$ cat config.mk
export PLATFORM = sky130hd
export DESIGN_NAME = mem_access_arbiter
export DESIGN_NICKNAME = d
export VERILOG_FILES = /design/src/rtl/mem_access_arbiter.sv
export SDC_FILE = /design/constraint.sdc
export NUM_CORES = 1
export LEC_CHECK = 0
export CAP_MARGIN = 20
export CORE_ASPECT_RATIO = 0.75
export CORE_MARGIN = 4
export CORE_UTILIZATION = 40
export DETAILED_ROUTE_END_ITERATION = 8
export MAX_ROUTING_LAYER = met4
export PLACE_DENSITY = 0.79
export SLEW_MARGIN = 5
export SYNTH_ARGS = -nofsm -noshare
export SYNTH_HDL_FRONTEND = slang
export SYNTH_SLANG_ARGS = --single-unit
$ cat constraint.sdc
create_clock -name clock -period 2.9 [get_ports clock]
set_input_delay 0.58 -clock clock [delete_from_list [all_inputs] [get_ports clock]]
set_output_delay 0.58 -clock clock [all_outputs]
set_load 0.005 [all_outputs]
$ cat src/rtl/mem_access_arbiter.sv
// Two-port (processor / debug) arbiter and fixed-latency sequencer for a shared single-port data memory.
// Optional macro ARB_ROUND_ROBIN_EN: round-robin on simultaneous requests; otherwise fixed processor priority.
module mem_access_arbiter #(
  parameter int ADDR_W   = 7,
  parameter int DATA_W   = 32,
  parameter int READ_LAT = 1
) (
  input  logic              clock,
  input  logic              reset,
  input  logic              p_req,
  input  logic              p_read_orWrite_L,
  input  logic [ADDR_W-1:0] p_address,
  input  logic [DATA_W-1:0] p_dataIn,
  output logic [DATA_W-1:0] p_dataOut,
  output logic              p_mfc,
  input  logic              d_req,
  input  logic              d_read_orWrite_L,
  input  logic [ADDR_W-1:0] d_address,
  input  logic [DATA_W-1:0] d_dataIn,
  output logic [DATA_W-1:0] d_dataOut,
  output logic              d_mfc,
  output logic [ADDR_W-1:0] mem_address,
  output logic [DATA_W-1:0] mem_dataIn,
  output logic              mem_read_orWrite_L,
  input  logic [DATA_W-1:0] mem_dataOut,
  output logic              owner,
  output logic              busy
);

  typedef enum logic [1:0] {IDLE, ACCESS, WAIT, DONE} state_t;

  localparam logic [1:0] WAIT_LAST = 2'(READ_LAT - 1);

  state_t              state_q, state_d;
  logic                op_rd_q, op_rd_d;
  logic [ADDR_W-1:0]   addr_q, addr_d;
  logic [DATA_W-1:0]   wdata_q, wdata_d;
  logic                owner_q, owner_d;
  logic [1:0]          wait_cnt_q, wait_cnt_d;
  logic                pick_debug;
  logic                capture;

  // Winner select; only consulted in IDLE when at least one request is high.
  always_comb begin
`ifdef ARB_ROUND_ROBIN_EN
    pick_debug = (p_req && d_req) ? ~owner_q : d_req;
`else
    pick_debug = ~p_req;
`endif
  end

  assign capture = (state_q == WAIT) && (wait_cnt_q == 2'd0);

  always_comb begin
    state_d    = state_q;
    op_rd_d    = op_rd_q;
    addr_d     = addr_q;
    wdata_d    = wdata_q;
    owner_d    = owner_q;
    wait_cnt_d = wait_cnt_q;
    case (state_q)
      IDLE: begin
        if (p_req || d_req) begin
          owner_d = pick_debug;
          op_rd_d = pick_debug ? d_read_orWrite_L : p_read_orWrite_L;
          addr_d  = pick_debug ? d_address : p_address;
          wdata_d = pick_debug ? d_dataIn : p_dataIn;
          state_d = ACCESS;
        end
      end
      ACCESS: begin
        if (op_rd_q) begin
          state_d    = WAIT;
          wait_cnt_d = WAIT_LAST;
        end else begin
          state_d = DONE;
        end
      end
      WAIT: begin
        if (wait_cnt_q == 2'd0) begin
          state_d = DONE;
        end else begin
          wait_cnt_d = wait_cnt_q - 2'd1;
        end
      end
      DONE:    state_d = IDLE;
      default: state_d = IDLE;
    endcase
  end

  always_ff @(posedge clock) begin
    if (reset) begin
      state_q    <= IDLE;
      op_rd_q    <= 1'b0;
      addr_q     <= '0;
      wdata_q    <= '0;
      owner_q    <= 1'b1;
      wait_cnt_q <= 2'd0;
    end else begin
      state_q    <= state_d;
      op_rd_q    <= op_rd_d;
      addr_q     <= addr_d;
      wdata_q    <= wdata_d;
      owner_q    <= owner_d;
      wait_cnt_q <= wait_cnt_d;
    end
  end

  // One read-data register per requester; only the owner's is ever loaded.
  for (genvar gi = 0; gi < 2; gi++) begin : g_dout
    logic [DATA_W-1:0] dout_q, dout_d;

    always_comb begin
      dout_d = dout_q;
      if (capture && (owner_q == 1'(gi))) begin
        dout_d = mem_dataOut;
      end
    end

    always_ff @(posedge clock) begin
      if (reset) begin
        dout_q <= '0;
      end else begin
        dout_q <= dout_d;
      end
    end
  end

  assign p_dataOut          = g_dout[0].dout_q;
  assign d_dataOut          = g_dout[1].dout_q;
  assign p_mfc              = (state_q == DONE) && !owner_q;
  assign d_mfc              = (state_q == DONE) && owner_q;
  assign mem_address        = addr_q;
  assign mem_dataIn         = wdata_q;
  assign mem_read_orWrite_L = !((state_q == ACCESS) && !op_rd_q);
  assign owner              = owner_q;
  assign busy               = (state_q != IDLE);

endmodule

==> results of run 1 <==
## synth_stat cells (all sizes together)
library cell  instances
nor2                 46
o21bai                1
mux2                  1
or2                   1
o32a                  1
mux2i                41
nand2               128
ha                    6
clkbuf               10
a21oi                68
dfxtp               109
and2                  3
a31oi                 1
o21ai                 1
a211oi               40
inv                   7
nor2b                 3
and3                  1
and3b                 1
o32ai                 1
buf                  32
nand3                 2
o21a                  1
nor3b                 1
nand2b                3
nand3b                1
## worst min-delay path, stage by stage (launching register included)
cell     delay, ns
dfxtp_1       0.31
nand2_1       0.05
a21oi_1       0.05
## registers in the layout, summed over array words and instances, names as in the netlist
| name | flops |
|---|---|
| op_rd_q | 1 |
| state_q | 2 |
| mem_address | 7 |
| owner | 1 |
| wait_cnt_q | 2 |
| mem_dataIn | 32 |
| d_dataOut | 32 |
| p_dataOut | 32 |
## final timing paths
kind                                    start                  to
worst max-delay path               state_q[1]  mem_read_orWrite_L
worst min-delay path            p_dataOut[15]       p_dataOut[15]
worst max register to register     state_q[0]       d_dataOut[22]
worst min register to register  p_dataOut[15]       p_dataOut[15]
## cell families (layout without fill, tap and decap cells)
group                    Yosys count  after routing  synth area share (%)
AND/OR/NAND/NOR                  190            190                  16.5
AO/OA/AOI/OAI                    114            114                  19.2
flip-flops                       109            109                  47.3
buffers and inverters             49            253                  6.23
multiplexers                      42             42                  9.21
adder cells (fa/ha/maj)            6              6                  1.63
## layer usage
metal  wire length [microns]  track usage (%)
met1                    5730             24.1
met2                    6420             33.3
met3                     992             6.09
met5                       0                -
met4                     229             6.46
## power by group through the flow
stage	Sequential, mW	Combinational, mW	Clock [mW]
detailed placement	2.05	2.00	0
global placement	2.05	1.93	0
finish	2.02	1.99	1.26
CTS	2.02	2.01	1.29
floorplan	2.06	1.01	0
global route	2.07	2.16	1.35
## layout make-up
class	count	area share, %
flip-flops and latches	109	30.5
multi-input cells	352	30.1
inverters	7	0.368
clock buffers	10	3.34
repair buffers	230	32.2
clock inverters	6	0.963
well taps	140	2.45
## placed cells by master, fill, tap and decap left out
cell type	count
o32a_1	1
clkbuf_16	9
inv_6	3
o32ai_1	1
a211oi_2	40
nand2_1	128
ha_1	6
mux2i_1	41
o21bai_1	1
buf_2	1
inv_2	3
and2_1	2
clkinv_2	1
mux2_4	1
nor2_1	46
nand3_2	1
a21oi_1	68
nor3b_1	1
buf_12	2
o21a_4	1
o21ai_0	1
bufinv_16	1
nand3b_1	1
dfxtp_1	109
and3_1	1
clkinvlp_4	1
nor2b_1	3
and2_0	1
or2_1	1
buf_4	6
a31oi_1	1
nand2b_1	3
and3b_1	1
clkdlybuf4s50_1	221
inv_1	4
nand3_1	1
clkbuf_8	1
## per-stage QoR
stage / area [sq um] / utilization (%) / std cells
floorplan: 4620 / - / 510
global placement: 6840 / 61.6 / 838
detailed placement: 6840 / 61.6 / 838
CTS: 7150 / 64.4 / 854
global route: 7150 / 64.4 / 854
finish: 7150 / 64.4 / 854
==> impl_metrics.ini, run 1 <==
[grt]
grt_usage_pct = 20.2
grt_pass1_wl_mm = 21.2
grt_max_degree = 69
grt_pass1_vias = 4310
antenna_found_initial = 0
grt_overflow_total = 0

[floorplan]
initial_core_util_pct = 41.6
rows = 33
die_area_sq_um = 13300
io_pins = 224
die_h_microns = 101
die_w_microns = 132
fp.coreArea_sq_um = 11100

[critical_path]
path_depth = 5
slowest_delay_ns = 0.53
cp-end-kind = output port
reg2reg_slack_ns = 0.90
path_delay_family = buffers and inverters
arrival_ns = 1.80
timing.critical_path.buf_inv = 3
critPathLaunchType = flop
worstPathRequired_ns = 2.32
worst_path_max_delay_cell = clkdlybuf4s50_1
ff2ff_path_depth = 5
critical_path_class = flop to output port
path_cells = inv_1 -> ha_1 -> nor2b_1 -> inv_2 -> clkdlybuf4s50_1
critPathMaxFanout = 4

[power_and_ir_drop]
pwr-share-seq_pct = 38.4
swShare_pct = 31.4
p_int_mw = 3.61
power_density_nw_per_um2 = 737
p_sw_mw = 1.66
peakVddDrop_mv = 0.515
power_mw = 5.27
p_leak_nw = 2.61
p_comb_share_pct = 37.7
clkPwrFrac_pct = 23.9

[clock_network]
clock-sinks = 109
insertion_delay_ns = 0.34
cts_tree = done
h-tree-depth = 3
hold_buffers = 0
numCtsBuffers = 9
postCtsSetupBuffers = 0
clk_root_buffer_cell = clkbuf_16
cts_buffer_depth = 2
cts_resized = 0
clk_pin_slew_worst_paths_ns = 0.07

[flow_run]
maxCapViolations = 0

[drt]
vias = 4242
via_per_inst = 4.97
wl_per_cell_microns = 15.7
drc = 0
wl_mm = 13.4
drtIter0Drc = 238
dr.pass1.iters = 4
drtAntennaViolNets = 0

[synthesis]
seq_area_frac_synth_pct = 47.3
synth_area_leaders = dfxtp_1 47%, a211oi_2 11%, nand2_1 10%
synth_top_cell_area_share_pct = 47.3
yosysWarnings = 0
ys_types = 31
avgSynthCellArea_sq_um = 9.05
synth_nets = 632
synth_area_sq_um = 4620
ys_ff_latch = 109
syn_inst = 510
yosysTopAreaCell = dfxtp_1

[sta]
hold_viol_final = 0
min_period_ns = 2.38
fin_hold_ws_ns = 0.454
fin_skew_ns = 0.00496
timing.final.ws_setup_ns = 0.523
drv_slew = 0
rsz0062_at_grt = no
finalCritPeriodShare_pct = 82.0
fmax_ghz = 0.421
max_slew_margin_pct = 49.2
setup_viol = 0
final.setup.tns_ns = 0
tightestPinTransition_ns = 0.762

[finish]
nNetsFinal = 831
area_growth_pct = 54.8
fill_cells = 890
drive_above_1_share_pct = 9.94
seq_area_sq_um = 2180
diodes = 0
multi_input_area_sq_um = 2150

[run_status]
status = completed

[place]
gp_congestion = 0.886
post-dp-hpwl_mm = 9.93
port_buffers = 223
preCtsSetupSlack_ns = 0.754

[min_path]
min_path_type = flop to flop
min_delay_path_depth = 2
(Power assumes the default switching activity.)
==> run 2, diff against run 1 <==
Clock period 2.9 ns to 2.5 ns, I/O delays scaled along.
==> run 2 against run 1 <==
Total power grew 16%. Sequential share of layout area shrank 0.16 points. Design area grew 0.54%. Core utilization grew 0.35 points. Via count grew 2.3%. Die area is the same. Sequential power grew 16%. Hold slack gained 0.0045 ns. Clock skew is essentially flat. Clock power grew 17%. Critical endpoint unchanged.
==> impl_metrics.ini, run 2 (synthesis gave the netlist of run 1 again) <==
[floorplan]
io_pins = 224
die_w_microns = 132
die_area_sq_um = 13300
fp.coreArea_sq_um = 11100
die_h_microns = 101
rows = 33
initial_core_util_pct = 41.6

[sta]
fin_skew_ns = 0.00457
drv_slew = 0
hold_viol_final = 0
setup_viol = 0
fmax_ghz = 0.436
rsz0062_at_grt = no
min_period_ns = 2.29
tightestPinTransition_ns = 0.538
final.setup.tns_ns = 0
max_slew_margin_pct = 64.0
finalCritPeriodShare_pct = 91.7

[power_and_ir_drop]
swShare_pct = 31.1
clkPwrFrac_pct = 24.2
peakVddDrop_mv = 0.516
pwr-share-seq_pct = 38.2
power_density_nw_per_um2 = 853
p_int_mw = 4.23
p_sw_mw = 1.91
p_leak_nw = 2.63
p_comb_share_pct = 37.6

[drt]
via_per_inst = 5.07
drtIter0Drc = 172
vias = 4338
drtAntennaViolNets = 0
drc = 0
wl_mm = 13.1
wl_per_cell_microns = 15.3
dr.pass1.iters = 4

[critical_path]
critical_path_class = flop to output port
cp-end-kind = output port
arrival_ns = 1.79
reg2reg_from = state_q[0]
worst_path_max_delay_cell = clkdlybuf4s50_1
path_cells = inv_1 -> ha_1 -> nor2b_1 -> inv_2 -> clkdlybuf4s50_1
startpoint = state_q[1]
ff2ff_path_depth = 6
timing.critical_path.buf_inv = 3
reg2reg_slack_ns = 0.57
crit_end = mem_read_orWrite_L
critPathLaunchType = flop
regToRegEndpoint = p_dataOut[23]
path_delay_family = buffers and inverters
path_depth = 5
slowest_delay_ns = 0.53
worstPathRequired_ns = 2.00
critPathMaxFanout = 4

[min_path]
min_path_type = flop to flop
hold_start = d_dataOut[24]

[clock_network]
cts_buffer_depth = 2
numCtsBuffers = 9
h-tree-depth = 3
clock-sinks = 109
cts_resized = 0
clk_root_buffer_cell = clkbuf_16
hold_buffers = 0
clk_pin_slew_worst_paths_ns = 0.07
cts_tree = done
insertion_delay_ns = 0.34
postCtsSetupBuffers = 0

[place]
gp_congestion = 0.902
dp.cells = 840
post-dp-hpwl_mm = 9.91
port_buffers = 223

[flow_run]
maxCapViolations = 0

[finish]
diodes = 0
finalNonFillerCells = 856
final_common_cell = clkdlybuf4s50_1
final_cell_mix = 221 x clkdlybuf4s50_1, 128 x nand2_1, 109 x dfxtp_1, 68 x a21oi_1, 46 x nor2_1
area_growth_pct = 55.7
fin_util_pct = 64.7
nNetsFinal = 833
drive_above_1_share_pct = 10.2

[grt]
antenna_found_initial = 0
grt_usage_pct = 20.2
grt_pass1_vias = 4419
grt_overflow_total = 0
grt_max_degree = 81
grt_pass1_wl_mm = 21.3

[run_status]
status = completed
-- run 2: power groups by stage --
stage	registers (mW)	clock network (mW)	logic, mW
2_1_floorplan	2.39	0	1.17
5_1_grt	2.39	1.59	2.52
3_3_place_gp	2.36	0	2.25
4_1_cts	2.35	1.52	2.34
6_report	2.34	1.48	2.30
3_5_place_dp	2.38	0	2.32
-- run 2: cell type report --
cell class,instances,area [sq um]
flip-flops and latches,109,2180
inverters,7,26.3
well taps,140,175
fillers,889,3920
repair buffers,232,2330
multi-input cells,352,2150
clock buffers,11,253
clock inverters,5,66.3
-- run 2: metrics by stage --
stage          hold slack [ns]  area (sq um)  power (mW)  setup WS [ns]
4_1_cts                  0.458          7190        6.21          0.194
3_3_place_gp             0.442          6870        4.61          0.631
3_5_place_dp             0.448          6870        4.70          0.560
2_1_floorplan            0.453          4620        3.56           1.05
5_1_grt                  0.479          7190        6.51         0.0794
6_report                 0.458          7190        6.13          0.207
-- run 2: per-layer routing --
layer	vias up	share of wire, %	GRT usage (%)
met4	0	1.9	6.38
met1	2015	42	23.7
li1	2109	-	-
met2	193	47	33.0
met3	21	9.3	7.09
met5	-	0	-
-- run 2: worst min-delay path: stages (launching register included) --
cell and delay (ns):
dfxtp_1 0.31, nand2_1 0.05, a21oi_1 0.05
-- run 2: worst min-delay path by stage --
stage                    endpoint  slack (ns)  cells after the start
floorplan            d_dataOut[0]        0.45                      2
global placement    d_dataOut[30]        0.44                      2
detailed placement  d_dataOut[24]        0.45                      2
CTS                 d_dataOut[24]        0.46                      2
global route        p_dataOut[19]        0.48                      2
finish              d_dataOut[24]        0.46                      2
==> run 3, diff against run 2 <==
--- a/config.mk
+++ b/config.mk
@@ -7,2 +7,3 @@
 export LEC_CHECK = 0
+export ABC_CLOCK_PERIOD_IN_PS = 2500
 export CAP_MARGIN = 20
@@ -11,2 +12,3 @@
 export CORE_UTILIZATION = 40
+export CTS_CLUSTER_SIZE = 20
 export DETAILED_ROUTE_END_ITERATION = 8
==> constraint.sdc (replaced) <==
create_clock -name clock -period 2.5 [get_ports clock]
set_input_delay 0.25 -clock clock [delete_from_list [all_inputs] [get_ports clock]]
set_output_delay 0.25 -clock clock [all_outputs]
set_load 0.005 [all_outputs]
==> run 3 against run 2 <==
Non-clock buffer count is the same. Flip-flop and latch count is the same. Maximum frequency grew 9.7%. Sequential share of layout area grew 0.11 points. Register-to-register slack gained 0.04 ns. Core utilization shrank 0.24 points. Critical path depth is the same. Total power shrank 0.83%. Cell count is the same. Sequential power is essentially flat. Hold slack lost 0.17 ns. Die area is the same. Largest power group unchanged. Highest routed layer unchanged.
==> impl_metrics.ini, run 3 (synthesis gave the netlist of run 1 again) <==
[flow_run]
maxCapViolations = 0

[drt]
wl_per_cell_microns = 15.0
wl_mm = 12.8
drtIter0Drc = 231
drc = 0
vias = 4224
dr.pass1.iters = 4
drtAntennaViolNets = 0
via_per_inst = 4.93

[sta]
rsz0062_at_grt = no
finalCritPeriodShare_pct = 83.6
fmax_ghz = 0.478
drv_slew = 0
hold_viol_final = 0
fin_skew_ns = 0.00778
min_period_ns = 2.09
setup_viol = 0
max_slew_margin_pct = 56.3
final.setup.tns_ns = 0
tightestPinTransition_ns = 0.654

[floorplan]
initial_core_util_pct = 41.6
rows = 33
io_pins = 224
die_area_sq_um = 13300
die_w_microns = 132
die_h_microns = 101
fp.coreArea_sq_um = 11100

[clock_network]
cts_tree = done
clock-sinks = 109
cts_resized = 0
insertion_delay_ns = 0.34
postCtsSetupBuffers = 0
hold_buffers = 0
h-tree-depth = 3
clk_root_buffer_cell = clkbuf_16
numCtsBuffers = 9
cts_buffer_depth = 2
clk_pin_slew_worst_paths_ns = 0.08

[finish]
drive_above_1_share_pct = 10.2
final_common_cell = clkdlybuf4s50_1
diodes = 0
area_growth_pct = 55.1
final_cell_mix = 221 x clkdlybuf4s50_1, 128 x nand2_1, 109 x dfxtp_1, 68 x a21oi_1, 46 x nor2_1
nNetsFinal = 833

[grt]
grt_max_degree = 62
grt_pass1_vias = 4293
grt_pass1_wl_mm = 20.5
grt_usage_pct = 19.5
antenna_found_initial = 0
grt_overflow_total = 0

[run_status]
status = completed

[critical_path]
critPathLaunchType = flop
critPathMaxFanout = 4
worstPathRequired_ns = 2.25
cp-end-kind = output port
critical_path_class = flop to output port
arrival_ns = 1.84

[power_and_ir_drop]
power_mw = 6.08
power_density_nw_per_um2 = 849
p_leak_nw = 2.61
peakVddDrop_mv = 0.543

[place]
post-dp-hpwl_mm = 9.84
gp_congestion = 0.866
port_buffers = 223

[min_path]
min_path_type = primary input to flop
==> run 3: cell count changes in the layout (fill, tap and decap cells not counted) <==
| cell | delta |
|---|---|
| clkinv_2 | +1 |
| inv_6 | +1 |
| buf_4 | +1 |
| clkbuf_8 | -2 |
| buf_12 | -1 |
==> run 3: routing by layer <==
metal / share of wire, % / GRT usage (%) / vias up
li1: - / - / 2112
met1: 41 / 22.2 / 1921
met2: 47 / 31.4 / 164
met3: 9.5 / 8.03 / 27
met4: 2.4 / 6.62 / 0
met5: 0 / - / -
==> run 3: where the power goes <==
group / internal (mW) / total [mW] / leakage, nW / switching, mW
combinational: 1.26 / 2.29 / 1.57 / 1.03
sequential: 2.12 / 2.33 / 0.891 / 0.212
clock: 0.792 / 1.46 / 0.148 / 0.668
total: 4.17 / 6.08 / 2.61 / 1.91
==> run 3: area by class of cell <==
| cell class | instances | area, sq um |
|---|---|---|
| Fill cell | 910 | 3950 |
| Tap cell | 140 | 175 |
| Clock buffer | 9 | 225 |
| Clock inverter | 7 | 80.1 |
| Sequential cell | 109 | 2180 |
| Inverter | 7 | 26.3 |
| Timing Repair Buffer | 232 | 2320 |
| Multi-Input combinational cell | 352 | 2150 |
==> run 3: through the flow <==
step	util [%]	hold slack, ns	std cells	setup slack [ns]	cell area [sq um]
2_1_floorplan	-	0.386	510	1.05	4620
3_3_place_gp	61.7	0.441	840	0.727	6860
3_5_place_dp	61.7	0.449	840	0.586	6860
4_1_cts	64.5	0.277	856	0.383	7160
5_1_grt	64.5	0.293	856	0.280	7160
6_report	64.5	0.289	856	0.410	7160
==> run 3: worst max-delay path, cell delays in order (launching register included) <==
cell and delay (ns):
dfxtp_1 0.39, inv_1 0.10, ha_1 0.22, nor2b_1 0.17
inv_2 0.08, clkdlybuf4s50_1 0.54
==> run 3: worst paths after layout <==
check	from	end	slack (ns)	cells past startpoint
max	state_q[1]	mem_read_orWrite_L	0.41	5
min	reset	mem_dataIn[26]	0.29	2
max reg2reg	state_q[0]	d_dataOut[23]	0.61	5
min reg2reg	d_dataOut[28]	d_dataOut[28]	0.46	2
